===== config.mk =====
export PLATFORM = sky130hd
export DESIGN_NAME = flag_shadow_intr
export DESIGN_NICKNAME = d
export VERILOG_FILES = /design/src/rtl/flag_shadow_intr.sv
export SDC_FILE = /design/constraint.sdc
export NUM_CORES = 1
export LEC_CHECK = 0
export BUFFER_PORTS_ARGS = -buffer_cell sky130_fd_sc_hd__buf_2
export CAP_MARGIN = 20
export CORE_UTILIZATION = 30
export CTS_CLUSTER_SIZE = 8
export DETAILED_ROUTE_END_ITERATION = 10
export GPL_TIMING_DRIVEN = 0
export SETUP_SLACK_MARGIN = 0.3
export SLEW_MARGIN = 0
export SYNTH_ARGS = -nofsm -noshare
export SYNTH_HDL_FRONTEND = slang
export SYNTH_HIERARCHICAL = 1
export SYNTH_SLANG_ARGS = --single-unit

===== constraint.sdc =====
create_clock -name CLK -period 1.7 [get_ports CLK]
set_input_delay 0.51 -clock CLK [delete_from_list [all_inputs] [get_ports CLK]]
set_output_delay 0.51 -clock CLK [all_outputs]
set_load 0.02 [all_outputs]

===== src/rtl/flag_shadow_intr.sv =====
// flag_shadow_intr: C/Z flag shadow stack for interrupt entry/exit, IE bit, INTR_IN sync and pending latch.
// Define FLAG_SHADOW_NEST_EN for a DEPTH-entry nesting stack; otherwise a single shadow entry is built.

module flag_shadow_sync #(
  parameter int STAGES = 2
) (
  input  logic CLK,
  input  logic RST_N,
  input  logic d,
  output logic q
);
  logic [STAGES-1:0] sync_q, sync_d;

  always_comb sync_d = {sync_q[STAGES-2:0], d};

  always_ff @(posedge CLK or negedge RST_N) begin
    if (!RST_N) sync_q <= '0;
    else        sync_q <= sync_d;
  end

  assign q = sync_q[STAGES-1];
endmodule

module flag_shadow_entry (
  input  logic       CLK,
  input  logic       RST_N,
  input  logic       wr_en,
  input  logic [1:0] wr_data,
  output logic [1:0] rd_data
);
  logic [1:0] ent_q, ent_d;

  always_comb ent_d = wr_en ? wr_data : ent_q;

  always_ff @(posedge CLK or negedge RST_N) begin
    if (!RST_N) ent_q <= '0;
    else        ent_q <= ent_d;
  end

  assign rd_data = ent_q;
endmodule

module flag_shadow_intr #(
  parameter int DEPTH       = 4,
  parameter int SYNC_STAGES = 2,
  parameter int DW          = $clog2(DEPTH+1)
) (
  input  logic          CLK,
  input  logic          RST_N,
  input  logic          INTR_IN,
  input  logic          I_SET,
  input  logic          I_CLR,
  input  logic          C_FLAG,
  input  logic          Z_FLAG,
  input  logic          INTR_ACK,
  input  logic          RETI,
  input  logic          RETI_IE,
  output logic          INTR_REQ,
  output logic          SHAD_C,
  output logic          SHAD_Z,
  output logic          RESTORE_VLD,
  output logic          I_FLAG,
  output logic [DW-1:0] DEPTH_CNT,
  output logic          OVF_ERR,
  output logic          UNF_ERR
);
`ifdef FLAG_SHADOW_NEST_EN
  localparam int NDEPTH = DEPTH;
`else
  localparam int NDEPTH = 1;
`endif

  typedef struct packed {
    logic c;
    logic z;
  } flags_t;

  logic                   sync_out;
  logic                   edge_q, edge_d;
  logic                   pending_q, pending_d;
  logic                   i_flag_q, i_flag_d;
  logic [DW-1:0]          cnt_q, cnt_d;
  flags_t                 shad_q, shad_d;
  logic                   restore_q, restore_d;
  logic                   ovf_q, ovf_d;
  logic                   unf_q, unf_d;
  logic                   rise, full, empty, ack_ok, reti_ok;
  flags_t                 push_flags, top_flags;
  logic [NDEPTH-1:0]      ent_we;
  logic [NDEPTH-1:0][1:0] ent_rd;

  flag_shadow_sync #(.STAGES(SYNC_STAGES)) u_sync (
    .CLK   (CLK),
    .RST_N (RST_N),
    .d     (INTR_IN),
    .q     (sync_out)
  );

  for (genvar i = 0; i < NDEPTH; i++) begin : g_ent
    assign ent_we[i] = ack_ok && (cnt_q == DW'(i));
    flag_shadow_entry u_ent (
      .CLK     (CLK),
      .RST_N   (RST_N),
      .wr_en   (ent_we[i]),
      .wr_data (push_flags),
      .rd_data (ent_rd[i])
    );
  end

  always_comb begin
    rise       = sync_out & ~edge_q;
    full       = (cnt_q == DW'(NDEPTH));
    empty      = (cnt_q == '0);
    INTR_REQ   = pending_q & i_flag_q & ~full;
    // RETI owns the cycle: a coincident ACK is dropped and pending survives
    ack_ok     = INTR_ACK & ~RETI & INTR_REQ;
    reti_ok    = RETI & ~empty;
    push_flags = '{c: C_FLAG, z: Z_FLAG};
  end

  always_comb begin
    top_flags = '0;
    for (int i = 0; i < NDEPTH; i++)
      if (cnt_q == DW'(i + 1)) top_flags = flags_t'(ent_rd[i]);
  end

  always_comb begin
    edge_d    = sync_out;
    pending_d = rise | (pending_q & ~ack_ok);
    cnt_d     = cnt_q;
    if (ack_ok)       cnt_d = cnt_q + DW'(1);
    else if (reti_ok) cnt_d = cnt_q - DW'(1);
    i_flag_d = i_flag_q;
    if (ack_ok)       i_flag_d = 1'b0;
    else if (reti_ok) i_flag_d = RETI_IE;
    else if (I_CLR)   i_flag_d = 1'b0;
    else if (I_SET)   i_flag_d = 1'b1;
    shad_d    = reti_ok ? top_flags : shad_q;
    restore_d = reti_ok;
    ovf_d     = ovf_q | (INTR_ACK & ~RETI & ~INTR_REQ & full);
    unf_d     = unf_q | (RETI & empty);
  end

  always_ff @(posedge CLK or negedge RST_N) begin
    if (!RST_N) begin
      edge_q    <= 1'b0;
      pending_q <= 1'b0;
      i_flag_q  <= 1'b0;
      cnt_q     <= '0;
      shad_q    <= '0;
      restore_q <= 1'b0;
      ovf_q     <= 1'b0;
      unf_q     <= 1'b0;
    end else begin
      edge_q    <= edge_d;
      pending_q <= pending_d;
      i_flag_q  <= i_flag_d;
      cnt_q     <= cnt_d;
      shad_q    <= shad_d;
      restore_q <= restore_d;
      ovf_q     <= ovf_d;
      unf_q     <= unf_d;
    end
  end

  assign SHAD_C      = shad_q.c;
  assign SHAD_Z      = shad_q.z;
  assign RESTORE_VLD = restore_q;
  assign I_FLAG      = i_flag_q;
  assign DEPTH_CNT   = cnt_q;
  assign OVF_ERR     = ovf_q;
  assign UNF_ERR     = unf_q;
endmodule


==> flow_metrics.env, run 1 <==
export IMPL_run_status="finished, violations left"
export IMPL_violations="setup timing"
export IMPL_n_fill_cell=174
export IMPL_num_rows=16
export IMPL_wire_per_inst_um=11.8
export IMPL_vias=521
export IMPL_final_area_mm2=0.00102
export IMPL_whs_ns=0.122
export IMPL_grt_setup_unrepaired="true"
export IMPL_syn_to_final_growth_pct=58.1
export IMPL_finalCriticalPeriod_ns=1.74
export IMPL_max_slew_margin_rel_pct=77.2
export IMPL_yosysWarningCount=6
export IMPL_slew_violations=0
export IMPL_nets=106
export IMPL_core_area_mm2=0.00198
export IMPL_place_inst=102
export IMPL_timing_fmax_mhz=576
export IMPL_syn_inst=56
export IMPL_worstPathRequired_ns=1.19
export IMPL_worst_ir_drop_vdd_mv=0.833
export IMPL_synth_seq_cells=15
export IMPL_dp_hpwl_um=946
export IMPL_start_util_pct=32.5
export IMPL_die_w_um=48.3
export IMPL_clkSinkCount=15
export IMPL_clk_pin_slew_ns=0.09
export IMPL_viasPerCell=4.42
export IMPL_cts_tree="built"
export IMPL_gr_usage_all_layers_pct=14.1
export IMPL_port_buffer_count=19
export IMPL_first_pass_iters=3
export IMPL_post_route_cells_drive_above_1_share_pct=59.3
export IMPL_cp_data_arrival_time_ns=1.23
export IMPL_power_density_mw_per_mm2=1620
export IMPL_grt_ovfl_total=0
export IMPL_grt_max_degree=16
export IMPL_mostFrequentLayoutCells="buf_2 (15), dfrtp_1 (13), buf_4 (11)"
export IMPL_syn_area_um2=644
export IMPL_clockBufferDepth=2
export IMPL_hold_violations=0
export IMPL_final_common_cell="buf_2"
export IMPL_gp_congestion=0.754
export IMPL_critPathCaptureType="primary output"
export IMPL_finalCritPeriodShare_pct=102
export IMPL_routed_wl_um=1400
export IMPL_crit_fanout=3
export IMPL_antenna_cells=0
export IMPL_drc=0
export IMPL_ys_flop_type="dfrtp_1"
export IMPL_worst_slew_pin_slew_ns=0.342
export IMPL_crit_type="reg2out"
export IMPL_clock_skew_ns=0.00127
export IMPL_numCtsBuffers=3
export IMPL_r2r_slack_ns=-0.03
export IMPL_ant_nets=0
export IMPL_dieHeight_um=48.3
export IMPL_synth_edf_count=0
export IMPL_syn_avg_cell_area_um2=11.5
export IMPL_clk_latency_ns=0.27
export IMPL_grt_pass1_vias=532
export IMPL_synth_distinct_cells=23
export IMPL_h_tree_depth=1
export IMPL_drtIter0Drc=7
export IMPL_drv_cap=0
export IMPL_syn_nets=70
export IMPL_finalSetupViolCount=3
export IMPL_root_buffer="clkbuf_4"
export IMPL_pin_count=20
export IMPL_power_leakage_nw=0.509
export IMPL_async_flop_share_pct=100
export IMPL_total_power_mw=1.65
export IMPL_worst_setup_path_start_kind="register"
export IMPL_die_area_mm2=0.00234
export IMPL_hp_class="in2async"
export IMPL_seq_area_frac_synth_pct=58.3
export IMPL_grt_pass1_wl_um=2430
export IMPL_layout_setup_ws_ns=-0.0367
export IMPL_grt_antenna_before_repair=0
export IMPL_stdcell_count=118
export IMPL_post_dp_cell_area_um2=807
## cell families after synthesis
logic type	synth area share, %
fa+ha+maj	7.77
mux	5.05
compound gates	7.38
buf+inv	3.69
xor+xnor	2.72
simple gates	15.1
flops	58.3
## through the flow
step | setup TNS (ns) | util, % | setup WS, ns
after global placement | -0.296 | 40.7 | -0.150
after detailed placement | -0.318 | 40.7 | -0.161
after floorplan | -0.210 | - | -0.105
after global routing | -0.289 | 51.4 | -0.117
final | -0.0996 | 51.4 | -0.0367
after CTS | -0.134 | 49.7 | -0.0532
## worst paths after layout
kind	from	end	depth (start not counted)
min	RST_N	RESTORE_VLD	1
max in group asynchronous	RST_N	DEPTH_CNT[1]	1
max reg2reg	DEPTH_CNT[0]	g_ent[0].u_ent/rd_data[0]	6
min reg2reg	u_sync/sync_q[0]	u_sync/sync_q[1]	0
min in group CLK	INTR_IN	u_sync/sync_q[0]	1
max	DEPTH_CNT[1]	INTR_REQ	5
## critical path, stage by stage (launching register included)
cell     delay, ns
dfrtp_2       0.42
inv_2         0.07
ha_4          0.11
nor2b_4       0.17
nor2_4        0.05
buf_6         0.12
## cells in the mapped netlist (all sizes together) (2+ instances only)
cell | instances | area share (%)
nand2 | 10 | 6.2
ha | 4 | 7.8
mux2 | 2 | 3.5
dfrtp | 15 | 58
inv | 5 | 2.9
nor2 | 3 | 1.7
nor2b | 2 | 2.3
a31o | 2 | 2.7
xnor2 | 2 | 2.7
nand3 | 2 | 1.6
## where the power goes
part	total, mW	switching [mW]	internal, mW
combinational	0.924	0.428	0.496
clock	0.196	0.109	0.0871
sequential	0.528	0.0669	0.461
total	1.65	0.603	1.04
## final cells by class
type | count | area [µm²] | share of cell area, %
Sequential cell | 15 | 378 | 37.1
Tap cell | 27 | 33.8 | 3.32
Buffer | 1 | 11.3 | 1.11
Clock buffer | 3 | 22.5 | 2.21
Clock inverter | 1 | 5.00 | 0.491
Timing Repair Buffer | 31 | 214 | 21.0
Multi-Input combinational cell | 35 | 328 | 32.2
Inverter | 5 | 26.3 | 2.58
## flip-flops by register name, indices dropped and copies added (netlist names)
signal and flops:
g_ent.u_ent/rd_data 2, DEPTH_CNT 3, I_FLAG 1, SHAD_C 1, pending_q 1, UNF_ERR 1
RESTORE_VLD 1, edge_q 1, u_sync/sync_q 2, OVF_ERR 1, SHAD_Z 1
## layer usage
layer,up-vias,GRT usage [%],routed length [µm]
met5,-,0,0
met4,0,5.88,13
met3,2,2.83,38
met2,9,25.8,764
met1,256,15.9,582
li1,254,-,-
## repair_timing
action | 4_1_cts | 5_1_grt
hold buffers | 0 | 0
pin swaps | 7 | 2
endpoints found under the hold margin | 0 | 0
buffers inserted | 10 | 2
gates resized for setup | 19 | 4
endpoints found under the setup margin | 11 | 13
Power figures use the tool's default switching activity.
==> run 2, diff against run 1 <==
--- a/config.mk
+++ b/config.mk
@@ -8,10 +8,8 @@
 export BUFFER_PORTS_ARGS = -buffer_cell sky130_fd_sc_hd__buf_2
 export CAP_MARGIN = 20
 export CORE_UTILIZATION = 30
-export CTS_CLUSTER_SIZE = 8
 export DETAILED_ROUTE_END_ITERATION = 10
 export GPL_TIMING_DRIVEN = 0
-export SETUP_SLACK_MARGIN = 0.3
 export SLEW_MARGIN = 0
 export SYNTH_ARGS = -nofsm -noshare
 export SYNTH_HDL_FRONTEND = slang
==> constraint.sdc (replaced) <==
create_clock -name CLK -period 1.7 [get_ports CLK]
set_input_delay 0 -clock CLK [delete_from_list [all_inputs] [get_ports CLK]]
set_output_delay 0 -clock CLK [all_outputs]
set_load 0.02 [all_outputs]
==> run 2 against run 1 <==
Net effect: the flow now finishes without violations; power decreased by 18%; via count is 3.5% lower; core utilization down 4.2 points; critical path depth unchanged; register-to-register slack improved by 0.03 ns; fmax is 2.3% higher; first-iteration DRC count shrank 29%; sequential share of layout area is 3.3 points higher; combinational power shrank 34%; clock-buffer cell count did not move; critical path type is now reg2reg; largest power group unchanged.
==> flow_metrics.env, run 2 (same netlist as run 1, synthesis figures left out) <==
export IMPL_dieHeight_um=48.3
export IMPL_die_w_um=48.3
export IMPL_wire_per_inst_um=10.9
export IMPL_crit_fanout=4
export IMPL_grt_pass1_vias=535
export IMPL_root_buffer="clkbuf_4"
export IMPL_clk_latency_ns=0.28
export IMPL_gr_usage_all_layers_pct=13.0
export IMPL_start_util_pct=32.5
export IMPL_largest_reg_flops=3
export IMPL_post_route_cells_drive_above_1_share_pct=46.1
export IMPL_hold_violations=0
export IMPL_critPathCaptureType="register"
export IMPL_routed_wl_um=1270
export IMPL_clk_pin_slew_ns=0.09
export IMPL_viasPerCell=4.34
export IMPL_die_area_mm2=0.00234
export IMPL_final_area_um2=936
export IMPL_worst_setup_path_start_kind="register"
export IMPL_port_buffer_count=19
export IMPL_antenna_cells=0
export IMPL_multiInputGateArea_um2=283
export IMPL_reg2reg_depth=5
export IMPL_num_rows=16
export IMPL_register_area_um2=378
export IMPL_n_fill_cell=186
export IMPL_utilization_pct=47.2
export IMPL_max_slew_margin_rel_pct=77.6
export IMPL_place_ws_ns=-0.0977
export IMPL_layout_setup_ws_ns=0.00175
export IMPL_core_area_mm2=0.00198
export IMPL_grt_max_degree=16
export IMPL_hp_class="in2reg"
export IMPL_syn_to_final_growth_pct=45.2
export IMPL_power_density_mw_per_mm2=1440
export IMPL_ant_nets=0
export IMPL_run_status="complete, no violations"
export IMPL_worstPathRequired_ns=1.86
export IMPL_whs_ns=0.0625
export IMPL_clock_skew_ns=0.0113
export IMPL_vias=503
export IMPL_first_pass_iters=4
export IMPL_clockBufferDepth=2
export IMPL_drc=0
export IMPL_cts_tree="built"
export IMPL_drv_cap=0
export IMPL_finalCriticalPeriod_ns=1.70
export IMPL_nets=104
export IMPL_numCtsBuffers=3
export IMPL_finalSetupViolCount=0
export IMPL_grt_ovfl_total=0
export IMPL_gp_congestion=0.784
export IMPL_final_common_cell="buf_2"
export IMPL_grt_antenna_before_repair=0
export IMPL_timing_fmax_mhz=589
export IMPL_drtIter0Drc=5
export IMPL_post_dp_cell_area_um2=807
export IMPL_power_leakage_nw=0.471
export IMPL_worst_slew_pin_slew_ns=0.335
export IMPL_total_power_mw=1.35
export IMPL_cp_data_arrival_time_ns=1.86
export IMPL_grt_setup_unrepaired="true"
export IMPL_pin_count=20
export IMPL_slew_violations=0
export IMPL_h_tree_depth=1
export IMPL_worst_ir_drop_vdd_mv=0.581
export IMPL_grt_pass1_wl_um=2290
export IMPL_hold_depth=4
export IMPL_clkSinkCount=15
export IMPL_crit_type="reg2reg"
export IMPL_finalCritPeriodShare_pct=99.9
export IMPL_dp_hpwl_um=928
export IMPL_mostFrequentLayoutCells="buf_2 (19), dfrtp_1 (13), nand2_1 (9)"
==> run 2: cell count changes in the layout (fill, tap and decap cells not counted), sizes merged <==
| cell | delta |
|---|---|
| dlygate4sd3 | +7 |
| buf | -9 |
==> run 2: cell type report <==
| class | instances | share of cell area, % |
|---|---|---|
| Tap cell | 27 | 3.61 |
| Sequential cell | 15 | 40.4 |
| Timing Repair Buffer | 30 | 20.9 |
| Clock inverter | 1 | 0.535 |
| Clock buffer | 3 | 2.41 |
| Inverter | 5 | 2.01 |
| Multi-Input combinational cell | 35 | 30.2 |
==> run 2: power by group <==
group | leakage [nW] | switching [mW] | internal [mW]
sequential | 0.175 | 0.0796 | 0.461
combinational | 0.278 | 0.327 | 0.282
clock | 0.0177 | 0.110 | 0.0871
total | 0.471 | 0.517 | 0.830
==> run 2: worst paths after layout <==
| check | startpoint | end | slack (ns) |
|---|---|---|---|
| max in group asynchronous | RST_N | DEPTH_CNT[1] | 1.30 |
| worst max register to register | DEPTH_CNT[0] | g_ent[0].u_ent/rd_data[0] | 0.002 |
| worst min register to register | u_sync/sync_q[0] | u_sync/sync_q[1] | 0.36 |
| worst max-delay path | DEPTH_CNT[0] | g_ent[0].u_ent/rd_data[0] | 0.002 |
| worst min-delay path | I_SET | I_FLAG | 0.06 |
| min in group asynchronous | RST_N | RESTORE_VLD | 0.14 |
==> run 2: critical path, cell delays in order, from the launching register on <==
cell and delay [ns]:
dfrtp_2 0.45, ha_4 0.16, nor2b_4 0.11, or3b_4 0.39, nor2_4 0.15, mux2_4 0.31
==> run 2: repair_timing <==
| action | 4_1_cts | 5_1_grt |
|---|---|---|
| buffers inserted | 3 | 1 |
| gates resized for setup | 1 | 2 |
| endpoints found under the hold margin | 19 | 1 |
| pin swaps | 4 | 3 |
| hold buffers | 6 | 1 |
| endpoints found under the setup margin | 2 | 5 |
==> run 2: routing by layer <==
layer / GRT usage (%) / wire length, µm / vias to the layer above
met5: 0 / 0 / -
met4: 5.88 / 0 / 0
met3: 3.14 / 83 / 0
met2: 22.1 / 621 / 16
met1: 15.6 / 563 / 237
li1: - / - / 250
==> run 2: stage by stage <==
step | cells | TNS, ns
3_5_place_dp | 102 | -0.183
2_1_floorplan | 56 | -0.210
5_1_grt | 116 | -0.0773
4_1_cts | 115 | -0.143
3_3_place_gp | 102 | -0.164
6_report | 116 | 0
==> run 3, diff against run 2 <==
--- a/config.mk
+++ b/config.mk
@@ -7,9 +7,11 @@
 export LEC_CHECK = 0
 export BUFFER_PORTS_ARGS = -buffer_cell sky130_fd_sc_hd__buf_2
 export CAP_MARGIN = 20
+export CORE_ASPECT_RATIO = 1.5
 export CORE_UTILIZATION = 30
 export DETAILED_ROUTE_END_ITERATION = 10
 export GPL_TIMING_DRIVEN = 0
+export REMOVE_ABC_BUFFERS = 1
 export SLEW_MARGIN = 0
 export SYNTH_ARGS = -nofsm -noshare
 export SYNTH_HDL_FRONTEND = slang
==> constraint.sdc (replaced) <==
create_clock -name CLK -period 1.55 [get_ports CLK]
set_input_delay 0 -clock CLK [delete_from_list [all_inputs] [get_ports CLK]]
set_output_delay 0 -clock CLK [all_outputs]
set_load 0.02 [all_outputs]
==> run 3 against run 2 <==
Net effect: critical endpoint is now g_ent[0].u_ent/rd_data[1]; fmax grew 3.4%; cell area rose by 6.3%; the flow now finishes with violations (setup timing); sequential power up 6.7%; sequential share of layout area is 2.6 points lower; clock power rose by 13%.
==> flow_metrics.env, run 3 (same netlist as run 1, synthesis figures left out) <==
export IMPL_run_status="finished, violations left"
export IMPL_violations="setup timing"
export IMPL_port_buffer_count=19
export IMPL_wire_per_inst_um=12.6
export IMPL_clock_skew_ns=0.0102
export IMPL_crit_type="reg2reg"
export IMPL_crit_fanout=2
export IMPL_clk_pin_slew_ns=0.10
export IMPL_cts_tree="built"
export IMPL_worstPathRequired_ns=1.73
export IMPL_mostFrequentLayoutCells="buf_2 (18), dfrtp_1 (15), nand2_1 (9)"
export IMPL_power_density_mw_per_mm2=1670
export IMPL_post_route_cells_drive_above_1_share_pct=51.1
export IMPL_grt_ovfl_total=0
export IMPL_gp_congestion=0.696
export IMPL_h_tree_depth=1
export IMPL_hp_class="in2reg"
export IMPL_critPathBufInv=0
export IMPL_finalCritPeriodShare_pct=106
export IMPL_routed_wl_um=1440
export IMPL_clkSinkCount=15
export IMPL_reg2reg_depth=5
export IMPL_r2r_start="DEPTH_CNT[0]"
export IMPL_largest_reg_flops=3
export IMPL_hold_depth=2
export IMPL_worst_slew_pin_slew_ns=0.338
export IMPL_place_inst=96
export IMPL_vias=521
export IMPL_finalCriticalPeriod_ns=1.64
export IMPL_finalSetupTns_ns=-0.213
export IMPL_final_common_cell="buf_2"
export IMPL_slew_violations=0
export IMPL_ant_nets=0
export IMPL_timing_critical_path_max_delay_family="simple AND/OR/NAND/NOR gates"
export IMPL_hp_start="RETI"
export IMPL_first_pass_iters=4
export IMPL_drc=0
export IMPL_clk_latency_ns=0.28
export IMPL_worst_ir_drop_vdd_mv=0.890
export IMPL_die_w_um=39.8
export IMPL_p_seq_share_pct=34.7
export IMPL_grt_pass1_wl_um=2500
export IMPL_viasPerCell=4.57
export IMPL_hold_path_end="UNF_ERR"
export IMPL_root_buffer="clkbuf_4"
export IMPL_core_area_mm2=0.00203
export IMPL_grt_antenna_before_repair=0
export IMPL_nets=107
export IMPL_clockPowerShare_pct=13.4
export IMPL_grt_max_degree=16
export IMPL_finalSetupViolCount=3
export IMPL_max_slew_margin_rel_pct=77.5
export IMPL_start_util_pct=31.8
export IMPL_clockBufferDepth=2
export IMPL_worst_setup_path_start_kind="register"
export IMPL_slowest_stage="dfrtp_1"
export IMPL_num_rows=20
export IMPL_stdcell_count=114
export IMPL_slowest_delay_ns=0.42
export IMPL_final_area_um2=995
export IMPL_antenna_cells=0
export IMPL_combPwrFrac_pct=51.8
export IMPL_die_area_mm2=0.00234
export IMPL_pin_count=20
export IMPL_switching_power_mw=0.627
export IMPL_critPathCaptureType="register"
export IMPL_intPower_mw=1.03
export IMPL_gr_usage_all_layers_pct=16.2
export IMPL_hold_violations=0
export IMPL_drv_cap=0
export IMPL_swShare_pct=37.7
export IMPL_place_ws_ns=-0.439
export IMPL_grt_pass1_vias=573
export IMPL_dieHeight_um=58.8
export IMPL_timing_fmax_mhz=609
export IMPL_grt_setup_unrepaired="true"
export IMPL_r2r_slack_ns=-0.09
export IMPL_layout_setup_ws_ns=-0.0918
export IMPL_syn_to_final_growth_pct=54.4
export IMPL_drtIter0Drc=12
export IMPL_power_leakage_nw=0.494
export IMPL_post_dp_cell_area_um2=762
export IMPL_cp_data_arrival_time_ns=1.82
export IMPL_total_power_mw=1.66
export IMPL_r2r_end="g_ent[0].u_ent/rd_data[1]"
export IMPL_numCtsBuffers=3
export IMPL_cp_cell_sequence="ha_4 > nor2b_4 > or3b_4 > nor2_4 > mux2_4"
[run 3: area by class of cell]
cell class	count	area, µm²
timing repair buffer	33	221
clock buffer	4	26.3
sequential	15	375
multi-input combinational	35	320
tap	22	27.5
fill	194	1030
inverter	5	23.8
[run 3: power by group through the flow]
stage                     clock network [mW]  logic [mW]  registers [mW]
final                                  0.223       0.861           0.577
after global routing                   0.256       0.937           0.592
after CTS                              0.230       0.777           0.570
after detailed placement                   0       0.556           0.583
after global placement                     0       0.545           0.576
after floorplan                            0       0.293           0.672
[run 3: metrics by stage]
step | hold slack [ns] | utilization, %
2_1_floorplan | -0.296 | -
3_3_place_gp | -0.0803 | 37.6
3_5_place_dp | -0.0713 | 37.6
4_1_cts | 0.00186 | 47.0
5_1_grt | 0.0147 | 49.1
6_report | 0.0259 | 49.1
[run 3: timing repair]
action / in CTS / in global routing
gates cloned: 0 / 0
setup buffers: 8 / 0
pin swaps: 5 / 1
hold buffers: 6 / 0
gates resized for setup: 14 / 8
endpoints found under the hold margin: 19 / 0
setup endpoints to repair: 8 / 6
[run 3: how the worst max path moves through the flow]
stage,startpoint,end,slack [ns],cells past startpoint
global placement,DEPTH_CNT[1],g_ent[0].u_ent/rd_data[1],-0.40,6
global route,DEPTH_CNT[0],g_ent[0].u_ent/rd_data[1],-0.14,5
detailed placement,DEPTH_CNT[1],g_ent[0].u_ent/rd_data[1],-0.44,6
finish,DEPTH_CNT[0],g_ent[0].u_ent/rd_data[1],-0.09,5
floorplan,DEPTH_CNT[1],g_ent[0].u_ent/rd_data[0],-0.42,6
CTS,DEPTH_CNT[0],g_ent[0].u_ent/rd_data[1],-0.1,5
[run 3: metal layers]
| layer | GRT usage (%) | share of wire, % | vias up |
|---|---|---|---|
| met2 | 28.1 | 59 | 8 |
| met1 | 17.1 | 37 | 257 |
| li1 | - | - | 254 |
| met5 | 0 | 0 | - |
| met4 | 8.87 | 1.3 | 0 |
| met3 | 3.40 | 2.2 | 2 |
